<file path="src/rtl/grant_dec_pkg.sv">
// Shared types and defaults for the sequential grant decoder.
// The optional grant statistics counter is enabled by defining GRANT_DECODER_STATS_EN.
package grant_dec_pkg;

  // Default geometry and timing
  localparam int unsigned N_OUT_DEF  = 8;
  localparam int unsigned HOLD_DEF   = 4;
  localparam int unsigned HOLD_W_DEF = 8;

  // Width of the optional accepted-grant counter
  localparam int unsigned STATS_W = 16;

  // Grant sequencer states
  typedef enum logic [1:0] {
    ST_IDLE = 2'd0,
    ST_HOLD = 2'd1,
    ST_GAP  = 2'd2
  } state_t;

  // Saturating increment for the statistics counter
  function automatic logic [STATS_W-1:0] sat_inc(input logic [STATS_W-1:0] v);
    return (v == '1) ? v : v + STATS_W'(1);
  endfunction

endpackage : grant_dec_pkg

</file>
<file path="src/rtl/onehot_dec.sv">
// Combinational index-to-one-hot decoder with an in-range flag.
// Indices at or above N_OUT produce an all-zero vector and a cleared flag.
module onehot_dec
  import grant_dec_pkg::*;
#(
  parameter  int unsigned N_OUT = N_OUT_DEF,
  localparam int unsigned IDX_W = (N_OUT > 1) ? $clog2(N_OUT) : 1
) (
  input  logic [IDX_W-1:0] i_idx,
  output logic [N_OUT-1:0] o_onehot_c,
  output logic             o_in_range_c
);

  // Decode every line independently so out-of-range indices light nothing
  always_comb begin
    o_onehot_c   = '0;
    o_in_range_c = ({1'b0, i_idx} < (IDX_W + 1)'(N_OUT));
    for (int unsigned i = 0; i < N_OUT; i++) begin
      o_onehot_c[i] = (i_idx == IDX_W'(i));
    end
  end

endmodule : onehot_dec

</file>
<file path="src/rtl/grant_decoder_seq.sv">
// Sequential 3:8 grant decoder: accepts an encoded winner over valid/ready,
// holds the matching one-hot line for HOLD cycles (or until early release),
// then inserts one dead cycle before the next grant.
// Optional macro GRANT_DECODER_STATS_EN adds a saturating accepted-grant counter.
module grant_decoder_seq
  import grant_dec_pkg::*;
#(
  parameter  int unsigned N_OUT  = N_OUT_DEF,
  parameter  int unsigned HOLD   = HOLD_DEF,
  parameter  int unsigned HOLD_W = HOLD_W_DEF,
  localparam int unsigned IDX_W  = (N_OUT > 1) ? $clog2(N_OUT) : 1
) (
  input  logic               clk,
  input  logic               rst_n,
  input  logic               i_in_valid,
  output logic               o_in_ready,
  input  logic [IDX_W-1:0]   i_in_idx,
  input  logic               i_release,
  output logic [N_OUT-1:0]   o_y,
  output logic               o_busy,
  output logic               o_done,
  output logic               o_err
`ifdef GRANT_DECODER_STATS_EN
  ,
  output logic [STATS_W-1:0] o_grant_cnt
`endif
);

  state_t             r_state;
  logic [HOLD_W-1:0]  r_cnt;
  logic [N_OUT-1:0]   r_y;
  logic               r_busy;
  logic               r_done;
  logic               r_err;

  logic [N_OUT-1:0]   w_onehot;
  logic               w_in_range;
  logic               w_accept;
  logic               w_hold_end;

  onehot_dec #(
    .N_OUT (N_OUT)
  ) u_onehot_dec (
    .i_idx        (i_in_idx),
    .o_onehot_c   (w_onehot),
    .o_in_range_c (w_in_range)
  );

  // Ready is a pure decode of the state register, so it carries no input path
  assign o_in_ready = (r_state == ST_IDLE);
  assign w_accept   = i_in_valid && (r_state == ST_IDLE);
  assign w_hold_end = (r_cnt == '0) || i_release;

  // Grant sequencer: IDLE accepts, HOLD drives the line, GAP is the dead cycle
  always_ff @(posedge clk) begin
    if (!rst_n) begin
      r_state <= ST_IDLE;
      r_cnt   <= '0;
      r_y     <= '0;
      r_busy  <= 1'b0;
      r_done  <= 1'b0;
      r_err   <= 1'b0;
    end else begin
      r_done <= 1'b0;
      r_err  <= 1'b0;
      case (r_state)
        ST_IDLE: begin
          if (w_accept) begin
            if (w_in_range) begin
              r_y     <= w_onehot;
              r_busy  <= 1'b1;
              r_cnt   <= HOLD_W'(HOLD - 1);
              r_state <= ST_HOLD;
            end else begin
              r_err <= 1'b1;
            end
          end
        end
        ST_HOLD: begin
          if (w_hold_end) begin
            r_y     <= '0;
            r_busy  <= 1'b0;
            r_done  <= 1'b1;
            r_state <= ST_GAP;
          end else begin
            r_cnt <= r_cnt - HOLD_W'(1);
          end
        end
        ST_GAP: begin
          r_state <= ST_IDLE;
        end
        default: begin
          r_state <= ST_IDLE;
          r_y     <= '0;
          r_busy  <= 1'b0;
        end
      endcase
    end
  end

  assign o_y    = r_y;
  assign o_busy = r_busy;
  assign o_done = r_done;
  assign o_err  = r_err;

`ifdef GRANT_DECODER_STATS_EN
  logic [STATS_W-1:0] r_grant_cnt;

  // Count in-range accepted handshakes, saturating at all-ones
  always_ff @(posedge clk) begin
    if (!rst_n) begin
      r_grant_cnt <= '0;
    end else if (w_accept && w_in_range) begin
      r_grant_cnt <= sat_inc(r_grant_cnt);
    end
  end

  assign o_grant_cnt = r_grant_cnt;
`endif

endmodule : grant_decoder_seq
</file>
<file path="config.mk">
export PLATFORM = sky130hd
export DESIGN_NAME = grant_decoder_seq
export DESIGN_NICKNAME = d
export VERILOG_FILES = /design/src/rtl/grant_dec_pkg.sv /design/src/rtl/onehot_dec.sv /design/src/rtl/grant_decoder_seq.sv
export SDC_FILE = /design/constraint.sdc
export NUM_CORES = 1
export LEC_CHECK = 0
export ABC_AREA = 0
export CORE_AREA = 8 8 55 57
export DETAILED_ROUTE_END_ITERATION = 8
export DIE_AREA = 0 0 63 65
export GPL_TIMING_DRIVEN = 0
export HOLD_SLACK_MARGIN = 0.1
export PLACE_DENSITY = 0.66
export REMOVE_ABC_BUFFERS = 1
export SYNTH_ARGS = -nofsm -noshare
export SYNTH_HDL_FRONTEND = slang
export SYNTH_SLANG_ARGS = --single-unit
</file>
<file path="constraint.sdc">
create_clock -name clk -period 2.3 [get_ports clk]
set_input_delay 0.23 -clock clk [delete_from_list [all_inputs] [get_ports clk]]
set_output_delay 0.23 -clock clk [all_outputs]
set_load 0.05 [all_outputs]
</file>
# Yosys cells after proc, flatten, opt, wreduce, memory -nomap -nowiden
# Cells that the tools add are included.
[classes]
addsub = 1
n_bitwise = 1
mux = 13
eq_ne = 12
n_reduce_logical = 10
[ops]
columns = ["cell", "count"]
rows = [
  ["$mux W8", 4],
  ["$pmux W8 S3", 1],
  ["$pmux W8 S2", 1],
  ["$eq A3 B3 Y1 const B", 4],
  ["$logic_not A8 Y1", 1],
  ["$sub A8 B1 Y8 const B", 1],
  ["$eq A3 B2 Y1 const B", 2],
  ["$reduce_and A3 Y1", 2],
  ["$mux W2", 2],
  ["$ne A2 B2 Y1 const B", 2],
  ["$pmux W2 S2", 1],
  ["$reduce_and A2 Y1", 2],
  ["$eq A3 B1 Y1 const B", 1],
  ["$logic_not A3 Y1", 1],
  ["$mux W1", 3],
  ["$pmux W1 S3", 1],
  ["$eq A2 B1 Y1 const B", 1],
  ["$eq A2 B2 Y1 const B", 1],
  ["$logic_not A2 Y1", 1],
  ["$ne A2 B1 Y1 const B", 1],
  ["$reduce_bool A2 Y1", 1],
  ["$logic_and A1 B1 Y1", 1],
  ["$logic_or A1 B1 Y1", 1],
  ["$not A1 Y1", 1],
]
[word_totals]
regBits = 20
elab_cells = 42
inputBits = 7
out_inout_bits = 12

# Depth between registers and ports, before layout
[depth]
word_depth = 4
ltp_mapped = 7
depth_no_buf = 6

# Hierarchy
# Synthesis repeated with hierarchy kept, for this count alone.
[hier_totals]
cells_unflattened = 102
area_unflattened_um2 = 1006.0
[modules_own_cells]
columns = ["module", "instances", "area_per_inst_um2", "seq_area_each_um2", "cells_each"]
rows = [
  ["grant_decoder_seq", 1, 929.6, 420.4, 92],
  ["onehot_dec", 1, 76.3, 0.0, 10],
]

# Least setup slack after synthesis
# No wires, ideal clock.
[synth_path]
path_kind = "reg-to-reg"
from = "reg r_cnt[2]"
to = "reg r_cnt[7]"
t_arrival_ps = 1765
n_path_buf = 1
period_less_slack_ps = 1824
path_slack_ps = 476
path_stages_with_launch = 6
t_required_ps = 2241
setup_time_ps = 59
cell_sequence = "dfxtp_1 > or4_4 > buf_6 > or3_1 > or4_1 > nand2_1"
[synth_between]
elab_chain_cells = 4
elab_cells_between_ends = 7
cone_classes = "add/sub: 1; eq/ne: 1; mux: 2; reduce/logical: 3"
[synth_rtl]
columns = ["item", "line", "text"]
rows = [
  ["from (decl)", "grant_decoder_seq.sv:30", "logic [HOLD_W-1:0] r_cnt;"],
  ["from (signal assigned)", "grant_decoder_seq.sv:72", "r_cnt <= HOLD_W'(HOLD - 1);"],
  ["from (signal assigned)", "grant_decoder_seq.sv:86", "r_cnt <= r_cnt - HOLD_W'(1);"],
  ["parallel branches: the longest is 4 deep, another holds $sub A8 B1 Y8", "n/a", ""],
]
# Several ways; the timed one is not identified. The select of a mux whose other input is x is not followed.
# A chain may end at the register's enable or synchronous reset.

# Final worst setup path
[layout_path]
from = "reg r_cnt[0]"
to = "reg r_cnt[1]"
# Same word-level chain as after synthesis.

==> results.yml <==
outcome:
  status: "finished, final reports clean"
run:
  maxCapViolations: 0
critical_path:
  cp_slowest_cell: "or3b_2"
  crit_chain: "inv_1, ha_1, or3b_2, o21a_1, o311a_1"
  crit_path_max_fanout: 12
  reg2reg_depth: 5
  cp.required_ns: 2.52
  critPathBufInv: 1
  cp-end-kind: "flip-flop"
  cp.arrival_ns: 2.12
  cp_num_cells: 5
  cp_top_family: "compound AO/OA/AOI/OAI gates"
  cpPeakStageDelay_ns: 0.50
  startpoint_type: "flip-flop"
  worstSetupPathType: "flip-flop to flip-flop"
sta:
  maxSlewViolCount: 0
  slew_headroom_pct: 60.1
  post-route-min-period_ns: 1.90
  final.setup.worst_slack_ns: 0.398
  fin_crit_sh_pct: 82.7
  hold_viol: 0
  holdWs_ns: 0.487
  fin_skew_ns: 0.0140
  finalSetupTns_ns: 0
  max_freq_ghz: 0.526
  worst_pin_slew_ns: 0.596
  setup_violations: 0
  rsz0062_at_grt: "false"
die:
  io_pins: 19
  die_y_um: 65
  die_area_um2: 4100
  rows: 17
  start_util_pct: 43.4
  die_x_um: 63
  core-area_um2: 2150
clock_tree:
  clk_latency_ns: 0.31
  cts_resized: 0
  cts_buffers: 3
  clkSinkCount: 20
  root_buffer: "clkbuf_4"
  clkSlewWorstSetupHoldPaths_ns: 0.12
  cts_tree: "yes"
  clockBufferDepth: 2
  cts_hold_buf: 0
  cts_setup_buffers: 0
  htreeDepth: 1
layout:
  final_layout_size_suffix_gt1_share_pct: 7.26
  syn2layout_area_growth_pct: 24.4
  antenna_cells: 0
  fin_nets: 134
drt:
  drc: 0
  ant_nets: 0
  wl_per_cell_um: 12.9
  first_pass_iters: 4
  finalWirelength_mm: 1.96
  initialDrtViolationCount: 35
  num_vias: 825
  viasPerCell: 5.43
logic_synthesis:
  synth.avg_cell_area_um2: 8.64
  synth-edff-count: 0
  synth.distinct_cells: 33
  synth_cells: 108
  ys_seq_area_share_pct: 42.9
  synth_warnings: 0
  synth_flop_cell: "dfxtp_1"
  syn_area_um2: 933
  async_flop_share_pct: 0
  ys_ff_latch: 20
global_routing:
  grt_pass1_wl_mm: 3.26
  antenna_found_initial: 0
  grt_max_degree: 16
  grt_pass1_vias: 758
  track_usage_pct: 9.69
  grt-ovfl-total: 0
placement:
  port-buffer-count: 17
  post-dp-hpwl_mm: 1.43
  gp_congestion: 0.800
  dp_slack_ns: 0.390
pwr:
  peakVddDrop_uv: 557
  powerDensity_nw_per_um2: 698
  p_leak_nw: 0.427
hold_path:
  hp-class: "flip-flop to flip-flop"
  hold_depth: 2
-- cells in the final DEF (no fill, tap or decap), drive strengths merged, types with 2 or more instances in the layout --
cell           instances
xor2                   2
nor3                   3
nand2                  9
a21boi                 8
nor3b                  2
or4                    5
o21a                   2
inv                    2
o21ai                 10
nor2                  12
clkbuf                 3
ha                     2
clkdlybuf4s50         17
nand3                  5
dfxtp                 20
nor2b                  5
o211ai                 4
-- logic make-up (layout without fill, tap and decap cells) --
group | after synthesis | in the layout | synth area share (%)
AOI/OAI and AO/OA | 29 | 29 | 20.6
other | 1 | 1 | 0.402
xor gates and xnor gates | 2 | 2 | 1.88
DFF | 20 | 20 | 42.9
and+or+nand+nor | 47 | 47 | 27.5
buffers and inverters | 7 | 23 | 4.02
adders and majority gates | 2 | 2 | 2.68
-- where the power goes --
| part | internal (mW) | total (mW) | switching [mW] |
|---|---|---|---|
| Combinational | 0.0564 | 0.148 | 0.0920 |
| Clock | 0.176 | 0.290 | 0.113 |
| Sequential | 0.361 | 0.372 | 0.0117 |
-- area by class of cell --
type	count	area, um^2
clock buffer	3	22.5
tap	28	35.0
sequential	20	400
multi-input combinational	81	495
inverter	2	7.51
clock inverter	1	30.0
fill	202	987
timing repair buffer	17	170
-- metal layers --
metal / up-vias / GRT usage [%] / share of wire (%)
met4: 0 / 2.56 / 0.72
met2: 22 / 15.9 / 44
met3: 2 / 5.67 / 7.4
li1: 417 / - / -
met5: - / 0 / 0
met1: 384 / 10.5 / 47
-- stage by stage --
stage          power [mW]  cell area, um^2  util [%]  std cells
6_report            0.810             1160      54.0        152
5_1_grt             0.846             1160      54.0        152
4_1_cts             0.816             1160      54.0        152
3_5_place_dp        0.528             1110      51.6        148
3_3_place_gp        0.527             1110      51.6        148
2_1_floorplan       0.479              903         -        103
-- cell usage after synthesis, drive strengths merged, types with 2 or more instances --
master  number  area, um^2
o21a         2        15.0
inv          2        7.51
nor2        12        45.0
ha           2        25.0
or4          5        41.3
nor3b        2        25.0
o211ai       4        30.0
dfxtp       20         400
a21boi       8        60.1
nand2        9        33.8
xor2         2        17.5
nor3         3        15.0
o21ai       10        50.1
clkbuf       3        11.3
nand3        5        25.0
nor2b        5        31.3
buf          2        18.8
-- state kept, by name (all words and copies together), names as in the netlist --
signal	flops
o_busy	1
r_cnt	8
r_state	2
o_y	8
o_done	1
-- final timing paths --
path,endpoint,from,slack (ns)
hold reg to reg,o_y[0],o_y[0],0.49
setup reg to reg,r_cnt[1],r_cnt[0],0.40
hold / removal,o_y[0],o_y[0],0.49
setup / recovery,r_cnt[1],r_cnt[0],0.40
-- worst reg2reg max path, cell delays in order (launching register included) --
cell and delay, ns:
dfxtp_1 0.34, inv_1 0.12, ha_1 0.15, or3b_2 0.50
o21a_1 0.33, o311a_1 0.37
(Power assumes the default switching activity.)
